==> config.mk <==
export PLATFORM = sky130hd
export DESIGN_NAME = time_sync_phc_arb
export DESIGN_NICKNAME = d
export VERILOG_FILES = /design/src/rtl/time_sync_phc_arb.sv
export SDC_FILE = /design/constraint.sdc
export NUM_CORES = 1
export LEC_CHECK = 0
export BUFFER_PORTS_ARGS = -buffer_cell sky130_fd_sc_hd__clkbuf_2
export CAP_MARGIN = 20
export CORE_AREA = 3 3 165 167
export DETAILED_ROUTE_END_ITERATION = 8
export DIE_AREA = 0 0 168 170
export GPL_TIMING_DRIVEN = 0
export HOLD_SLACK_MARGIN = 0.12
export PLACE_DENSITY = 0.76
export SLEW_MARGIN = 25
export SYNTH_ARGS = -nofsm -noshare
export SYNTH_HDL_FRONTEND = slang
export SYNTH_SLANG_ARGS = --single-unit
==> constraint.sdc <==
create_clock -name clk -period 3.15 [get_ports clk]
set_input_delay 0.1575 -clock clk [delete_from_list [all_inputs] [get_ports clk]]
set_output_delay 0.1575 -clock clk [all_outputs]
set_load 0.005 [all_outputs]
==> src/rtl/time_sync_phc_arb.sv <==
// Round-robin arbiter from per-interface ToD write requests onto one held PHC write port.
// Define TIME_SYNC_PHC_TIMEOUT_EN to abandon writes not acked within ACK_TIMEOUT_CYCLES.
module time_sync_phc_arb #(
    parameter int IF_COUNT           = 2,
    parameter int HOLDOFF_CYCLES     = 16,
    parameter int ACK_TIMEOUT_CYCLES = 1024,
    parameter int CNT_WIDTH          = 16
) (
    input  logic                   clk,
    input  logic                   rst_n,
    input  logic [IF_COUNT-1:0]    sync_wr_en,
    input  logic [IF_COUNT*96-1:0] sync_wr_ts,
    output logic                   time_sync_wr_en,
    output logic [29:0]            time_sync_wr_ns,
    output logic [47:0]            time_sync_wr_s,
    input  logic                   time_sync_wr_ack,
    output logic                   busy,
    output logic [CNT_WIDTH-1:0]   stat_wr_count,
    output logic [CNT_WIDTH-1:0]   stat_drop_count,
    output logic [CNT_WIDTH-1:0]   stat_reject_count,
    output logic                   stat_timeout
);
    localparam int IDX_W = (IF_COUNT > 1) ? $clog2(IF_COUNT) : 1;
    localparam int GAP_W = (HOLDOFF_CYCLES > 1) ? $clog2(HOLDOFF_CYCLES) : 1;
    localparam int EVT_W = $clog2(IF_COUNT + 1);
    localparam logic [GAP_W-1:0] GAP_LAST = GAP_W'((HOLDOFF_CYCLES > 0) ? HOLDOFF_CYCLES - 1 : 0);
    localparam logic [29:0] NS_LIMIT = 30'd1_000_000_000;

    typedef enum logic [1:0] {IDLE, ISSUE, GAP} state_t;

    state_t                     state_q, state_d;
    logic [IF_COUNT-1:0]        pending_q, pending_d;
    logic [IF_COUNT-1:0][47:0]  slot_s_q;
    logic [IF_COUNT-1:0][29:0]  slot_ns_q;
    logic [IDX_W-1:0]           last_grant_q, last_grant_d;
    logic                       wr_en_q, wr_en_d;
    logic [29:0]                wr_ns_q, wr_ns_d;
    logic [47:0]                wr_s_q, wr_s_d;
    logic [GAP_W-1:0]           gap_q, gap_d;
    logic [CNT_WIDTH-1:0]       wr_cnt_q, drop_cnt_q, rej_cnt_q;

    logic [IF_COUNT-1:0][47:0]  cap_s;
    logic [IF_COUNT-1:0][29:0]  cap_ns;
    logic [IF_COUNT-1:0]        cap_ok, cap_bad;
    logic                       grant_found, grant_fire, wr_done;
    logic [IDX_W-1:0]           grant_idx, cand;
    logic [EVT_W-1:0]           n_drop, n_rej;

    function automatic logic [CNT_WIDTH-1:0] sat_add(input logic [CNT_WIDTH-1:0] c,
                                                     input logic [EVT_W-1:0]     n);
        logic [CNT_WIDTH+EVT_W-1:0] sum;
        sum = (CNT_WIDTH+EVT_W)'(c) + (CNT_WIDTH+EVT_W)'(n);
        return (|sum[CNT_WIDTH+EVT_W-1:CNT_WIDTH]) ? '1 : sum[CNT_WIDTH-1:0];
    endfunction

    // fns and ts[47:46] never reach the PHC
    logic [IF_COUNT-1:0] unused_ts;
    for (genvar g = 0; g < IF_COUNT; g++) begin : g_unused
        assign unused_ts[g] = ^{sync_wr_ts[g*96+46 +: 2], sync_wr_ts[g*96 +: 16]};
    end

    always_comb begin
        for (int i = 0; i < IF_COUNT; i++) begin
            cap_s[i]   = sync_wr_ts[i*96+48 +: 48];
            cap_ns[i]  = sync_wr_ts[i*96+16 +: 30];
            cap_ok[i]  = sync_wr_en[i] && (cap_ns[i] < NS_LIMIT);
            cap_bad[i] = sync_wr_en[i] && !(cap_ns[i] < NS_LIMIT);
        end
    end

    always_comb begin
        grant_found = 1'b0;
        grant_idx   = last_grant_q;
        cand        = '0;
        for (int k = 1; k <= IF_COUNT; k++) begin
            cand = IDX_W'((int'(last_grant_q) + k) % IF_COUNT);
            if (!grant_found && pending_q[cand]) begin
                grant_found = 1'b1;
                grant_idx   = cand;
            end
        end
    end

    assign grant_fire = (state_q == IDLE) && grant_found;

    // A capture landing on the slot being granted this cycle is a fresh request, not a drop
    always_comb begin
        pending_d = pending_q;
        n_drop    = '0;
        n_rej     = '0;
        if (grant_fire) pending_d[grant_idx] = 1'b0;
        for (int i = 0; i < IF_COUNT; i++) begin
            if (cap_ok[i]) begin
                if (pending_q[i] && !(grant_fire && grant_idx == IDX_W'(i)))
                    n_drop = n_drop + EVT_W'(1);
                pending_d[i] = 1'b1;
            end
            if (cap_bad[i]) n_rej = n_rej + EVT_W'(1);
        end
    end

`ifdef TIME_SYNC_PHC_TIMEOUT_EN
    localparam int TMO_W = (ACK_TIMEOUT_CYCLES > 1) ? $clog2(ACK_TIMEOUT_CYCLES) : 1;
    localparam logic [TMO_W-1:0] TMO_LAST = TMO_W'(ACK_TIMEOUT_CYCLES - 1);
    logic [TMO_W-1:0] tcnt_q, tcnt_d;
    logic             tmo_q, tmo_d;
`else
    logic unused_tmo_param;
    assign unused_tmo_param = (ACK_TIMEOUT_CYCLES != 0);
`endif

    always_comb begin
        state_d      = state_q;
        wr_en_d      = wr_en_q;
        wr_ns_d      = wr_ns_q;
        wr_s_d       = wr_s_q;
        last_grant_d = last_grant_q;
        gap_d        = gap_q;
        wr_done      = 1'b0;
`ifdef TIME_SYNC_PHC_TIMEOUT_EN
        tcnt_d       = tcnt_q;
        tmo_d        = 1'b0;
`endif
        unique case (state_q)
            IDLE: begin
                if (grant_found) begin
                    wr_en_d      = 1'b1;
                    wr_ns_d      = slot_ns_q[grant_idx];
                    wr_s_d       = slot_s_q[grant_idx];
                    last_grant_d = grant_idx;
                    state_d      = ISSUE;
`ifdef TIME_SYNC_PHC_TIMEOUT_EN
                    tcnt_d       = '0;
`endif
                end
            end
            ISSUE: begin
                if (time_sync_wr_ack) begin
                    wr_en_d = 1'b0;
                    wr_done = 1'b1;
                    gap_d   = '0;
                    state_d = (HOLDOFF_CYCLES == 0) ? IDLE : GAP;
                end
`ifdef TIME_SYNC_PHC_TIMEOUT_EN
                else if (tcnt_q == TMO_LAST) begin
                    wr_en_d = 1'b0;
                    tmo_d   = 1'b1;
                    gap_d   = '0;
                    state_d = (HOLDOFF_CYCLES == 0) ? IDLE : GAP;
                end else begin
                    tcnt_d = tcnt_q + TMO_W'(1);
                end
`endif
            end
            GAP: begin
                if (gap_q == GAP_LAST) state_d = IDLE;
                else                   gap_d   = gap_q + GAP_W'(1);
            end
            default: state_d = IDLE;
        endcase
    end

    always_ff @(posedge clk or negedge rst_n) begin
        if (!rst_n) begin
            state_q      <= IDLE;
            pending_q    <= '0;
            slot_s_q     <= '0;
            slot_ns_q    <= '0;
            last_grant_q <= IDX_W'(IF_COUNT - 1);
            wr_en_q      <= 1'b0;
            wr_ns_q      <= '0;
            wr_s_q       <= '0;
            gap_q        <= '0;
            wr_cnt_q     <= '0;
            drop_cnt_q   <= '0;
            rej_cnt_q    <= '0;
        end else begin
            state_q      <= state_d;
            pending_q    <= pending_d;
            last_grant_q <= last_grant_d;
            wr_en_q      <= wr_en_d;
            wr_ns_q      <= wr_ns_d;
            wr_s_q       <= wr_s_d;
            gap_q        <= gap_d;
            wr_cnt_q     <= sat_add(wr_cnt_q, EVT_W'(wr_done));
            drop_cnt_q   <= sat_add(drop_cnt_q, n_drop);
            rej_cnt_q    <= sat_add(rej_cnt_q, n_rej);
            for (int i = 0; i < IF_COUNT; i++) begin
                if (cap_ok[i]) begin
                    slot_s_q[i]  <= cap_s[i];
                    slot_ns_q[i] <= cap_ns[i];
                end
            end
        end
    end

`ifdef TIME_SYNC_PHC_TIMEOUT_EN
    always_ff @(posedge clk or negedge rst_n) begin
        if (!rst_n) begin
            tcnt_q <= '0;
            tmo_q  <= 1'b0;
        end else begin
            tcnt_q <= tcnt_d;
            tmo_q  <= tmo_d;
        end
    end
    assign stat_timeout = tmo_q;
`else
    assign stat_timeout = 1'b0;
`endif

    assign time_sync_wr_en   = wr_en_q;
    assign time_sync_wr_ns   = wr_ns_q;
    assign time_sync_wr_s    = wr_s_q;
    assign busy              = (state_q != IDLE) || (|pending_q);
    assign stat_wr_count     = wr_cnt_q;
    assign stat_drop_count   = drop_cnt_q;
    assign stat_reject_count = rej_cnt_q;
endmodule

==> flow_summary.yaml <==
worst_setup_path:
  maximum_cell_stage_delay_along_the_critical_path_ns: 0.54
  buffers_inverters_on_critical_path: 4
  arrival_ns: 3.70
  critical-path-top-delay-family: "simple AND/OR/NAND/NOR gates"
  crit_type: "flip-flop to flip-flop"
  end_kind: "flip-flop"
  timing.critical_path.cells: "mux2i_1 -> buf_4 -> buf_8 -> o21a_4 -> ha_4 -> mux2_4 -> ha_4 -> inv_2 -> fa_2 -> nand3b_1 -> nor4_4 -> and3_4 -> nand3_4 -> buf_8 -> nand2_1"
  worst_path_maximum_fanout: 10
  timing.critical_path.slowest_stage_cell: "dfstp_2"
  startpoint_type: "flip-flop"
  worst-endpoint-required_ns: 3.64
routing:
  drt-vias-per-instance: 5.214
  drtPass1Iterations: 5
  remaining_drc_errors: 0
  drt-wirelength-per-cell_um: 18.73
  route.final.wire_length_um: 34590
  initialDrtViolationCount: 499
  vias: 9631
  route.antenna.remaining_nets: 0
placement:
  dp_hpwl_um: 21930
  placement.io_buffers: 288
  placedInstanceArea_mm2: 0.01438
  globalplace.congestion: 0.8331
floorplan:
  floorplan.core_area_mm2: 0.02591
  die_height_um: 170
  rows: 59
  floorplan.die_area_mm2: 0.02856
  die_width_um: 168
  initial_core_util_pct: 47.84
  ioPinCount: 326
cells_and_area:
  area_growth_syn_to_layout_pct: 40.24
  final_area_mm2: 0.01738
  final_net_count: 1690
  layout.filler_cells: 1832
  layout-drive-gt1-share_pct: 37.89
yosys:
  post_synth_xor_area_fraction_pct: 2.332
  syn-num-nets: 1190
  area_fraction_in_and_or_nand_and_nor_cells_after_synthesis_pct: 8.479
  synth_area_leader_cell: "dfrtp_1"
  main_combinational_cell_family_by_area_after_synthesis: "multiplexers"
  netlist_top_cells_area: "dfrtp_1, mux2_2, mux2i_1"
  syn_avg_cell_area_um2: 12.62
  synth-compound-area-share_pct: 4.976
  synth.distinct_cells: 46
  synth_sequential_area_ratio_pct: 58.96
  yosysWarnings: 0
  syn-cell-area_mm2: 0.01240
  syn_inst: 982
  synth.top_cell.area_share_pct: 58.75
  yosys_register_bits: 292
  synth_mux_area_share_pct: 21.18
  synth_adder_area_share_pct: 1.231
global_route:
  grt.overflow.total: 0
  first_global_vias: 10350
  grt_max_degree: 82
  global_route_wire_length_before_repair_um: 55000
  globalRouteTotalUtil_pct: 23.74
  number_of_antenna_violations_at_the_first_check_in_global_routing: 2
sta:
  max_slew.worst_pin.slew_ns: 0.7949
  achievable-frequency_mhz: 311.5
  slew_headroom_pct: 46.52
  grt_setup_unrepaired: "true"
  finalMaxSlewViolations: 0
  finalSetupViolations: 12
  final_hold_viol_count: 0
  postLayoutSetupSlackWorst_ns: -0.06018
  fin_worst_skew_ns: 0.007989
  layout_worst_path_cycle_share_pct: 101.9
  period_minus_slack_ns: 3.210
  setup_tns_ns: -0.5644
clocking:
  cts_htree_levels: 1
  cts.clk_slew.worst_paths_ns: 0.06
  clock_sinks: 292
  tritoncts.num_buffers: 31
  clk_root_buffer_cell: "clkbuf_16"
  cts_buffer_depth: 3
  insertion_delay_ns: 0.55
  cts_tree: "done"
flow_run:
  drv_cap: 0
min_path:
  hp-class: "input pin to async pin"
power_and_ir_drop:
  power_per_cell_area_mw_per_mm2: 795.3
  post-layout-total-power_mw: 13.83
  power_leakage_nw: 8.495
  vdd_ir_drop_max_mv: 0.5174
status:
  violations: "setup timing"
  outcome: "finished with violations"
synthesized netlist by cell type (all sizes together):
| library cell | count |
|---|---|
| nor2 | 22 |
| o31ai | 1 |
| conb | 1 |
| nand3 | 27 |
| a2111oi | 2 |
| nand2 | 131 |
| a31oi | 4 |
| xnor2 | 12 |
| and2 | 1 |
| fa | 2 |
| clkbuf | 17 |
| buf | 30 |
| o21ai | 90 |
| dfstp | 1 |
| a21o | 1 |
| and3 | 10 |
| nand2b | 6 |
| dfrtp | 291 |
| a311oi | 1 |
| inv | 18 |
| nor4 | 4 |
| or2 | 3 |
| a21oi | 8 |
| nand3b | 2 |
| o21a | 4 |
| ha | 9 |
| mux2i | 80 |
| and4 | 3 |
| xor2 | 21 |
| nor3 | 8 |
| a41oi | 1 |
| mux2 | 159 |
| nand4 | 4 |
| nor2b | 5 |
| nand4b | 3 |
metrics by stage:
stage          worst slack (ns)  hold WS [ns]  instances  utilization [%]
2_1_floorplan          -0.07093       -0.1381        982                -
3_3_place_gp             -4.213        0.3688       1605            55.16
3_5_place_dp             -1.082        0.1854       1608            55.51
4_1_cts             -0.00008504        0.1624       1832            66.47
5_1_grt                 -0.1772        0.1903       1843            67.05
6_report               -0.06018        0.1653       1847            67.09
flip-flops by register name, summed over array words and instances, names as in the netlist:
| name | cells |
|---|---|
| pending_q | 2 |
| last_grant_q | 1 |
| time_sync_wr_en | 1 |
| state_q | 2 |
| stat_wr_count | 16 |
| slot_s_q | 96 |
| slot_ns_q | 60 |
| gap_q | 4 |
| time_sync_wr_s | 48 |
| stat_drop_count | 16 |
| stat_reject_count | 16 |
| time_sync_wr_ns | 30 |
power breakdown:
group          switching, mW  leakage (nW)  internal (mW)
Clock                   1.50         0.545           2.40
Sequential             0.631          3.53           4.67
Combinational           2.51          4.42           2.11
Total                   4.64          8.50           9.19
metal layers:
layer / vias up / part of all wire (%) / track usage [%]
met3: 115 / 4.8 / 3.879
li1: 4420 / - / -
met5: - / 0.038 / 0
met2: 335 / 50 / 41.20
met1: 4759 / 40 / 29.81
met4: 2 / 4.7 / 9.676
layout make-up:
type                            instances  area, um2  share of cell area (%)
Timing Repair Buffer                  467       3258                   18.74
Clock inverter                         14      207.7                   1.195
Clock buffer                           44      904.6                   5.204
Antenna cell                            5      12.51                 0.07197
Inverter                               18      67.56                  0.3887
Sequential cell                       292       7310                   42.05
Multi-Input combinational cell        625       4890                   28.13
Tap cell                              335      419.2                   2.411
Buffer                                 47      315.3                   1.814
placed cells by master, fill, tap and decap left out, drive strengths merged, types with 5 or more instances in the layout:
cell type,netlist,layout
a21oi,8,8
and3,10,10
buf,30,49
bufinv,0,5
clkbuf,17,349
clkinv,0,6
dfrtp,291,291
diode,0,5
dlygate4sd3,0,160
ha,9,9
inv,18,19
mux2,159,159
mux2i,80,80
nand2,131,131
nand2b,6,6
nand3,27,27
nor2,22,22
nor2b,5,5
nor3,8,8
o21ai,90,90
xnor2,12,12
xor2,21,21
what timing repair did:
item | CTS | global route
gates cloned | 1 | 0
hold buffers | 160 | 0
buffers inserted | 5 | 10
endpoints found under the setup margin | 26 | 30
resized for setup | 17 | 16
endpoints found under the hold margin | 309 | 0
pin swaps | 3 | 2
cells by family after synthesis:
| family | after synthesis |
|---|---|
| buf+inv | 65 |
| simple gates | 229 |
| xor+xnor | 33 |
| fa+ha+maj | 11 |
| flops | 292 |
| other cells | 1 |
| compound gates | 112 |
| mux | 239 |
worst paths after layout:
kind                                                start                             end  slack [ns]  cells after the start
max                              last_grant_q$_DFFE_PN1P_    stat_drop_count[8]$_DFF_PN0_       -0.06                     15
max reg2reg                      last_grant_q$_DFFE_PN1P_    stat_drop_count[8]$_DFF_PN0_       -0.06                     15
min                                                 rst_n        slot_s_q[41]$_DFFE_PN0P_        0.17                      2
min in group clk                            sync_wr_en[0]       slot_ns_q[29]$_DFFE_PN0P_        0.30                      4
max in group asynchronous                           rst_n        last_grant_q$_DFFE_PN1P_        1.76                      4
min reg2reg                time_sync_wr_ns[7]$_DFFE_PN0P_  time_sync_wr_ns[7]$_DFFE_PN0P_        0.48                      2
Note: power is estimated with default switching activity, not from simulation.
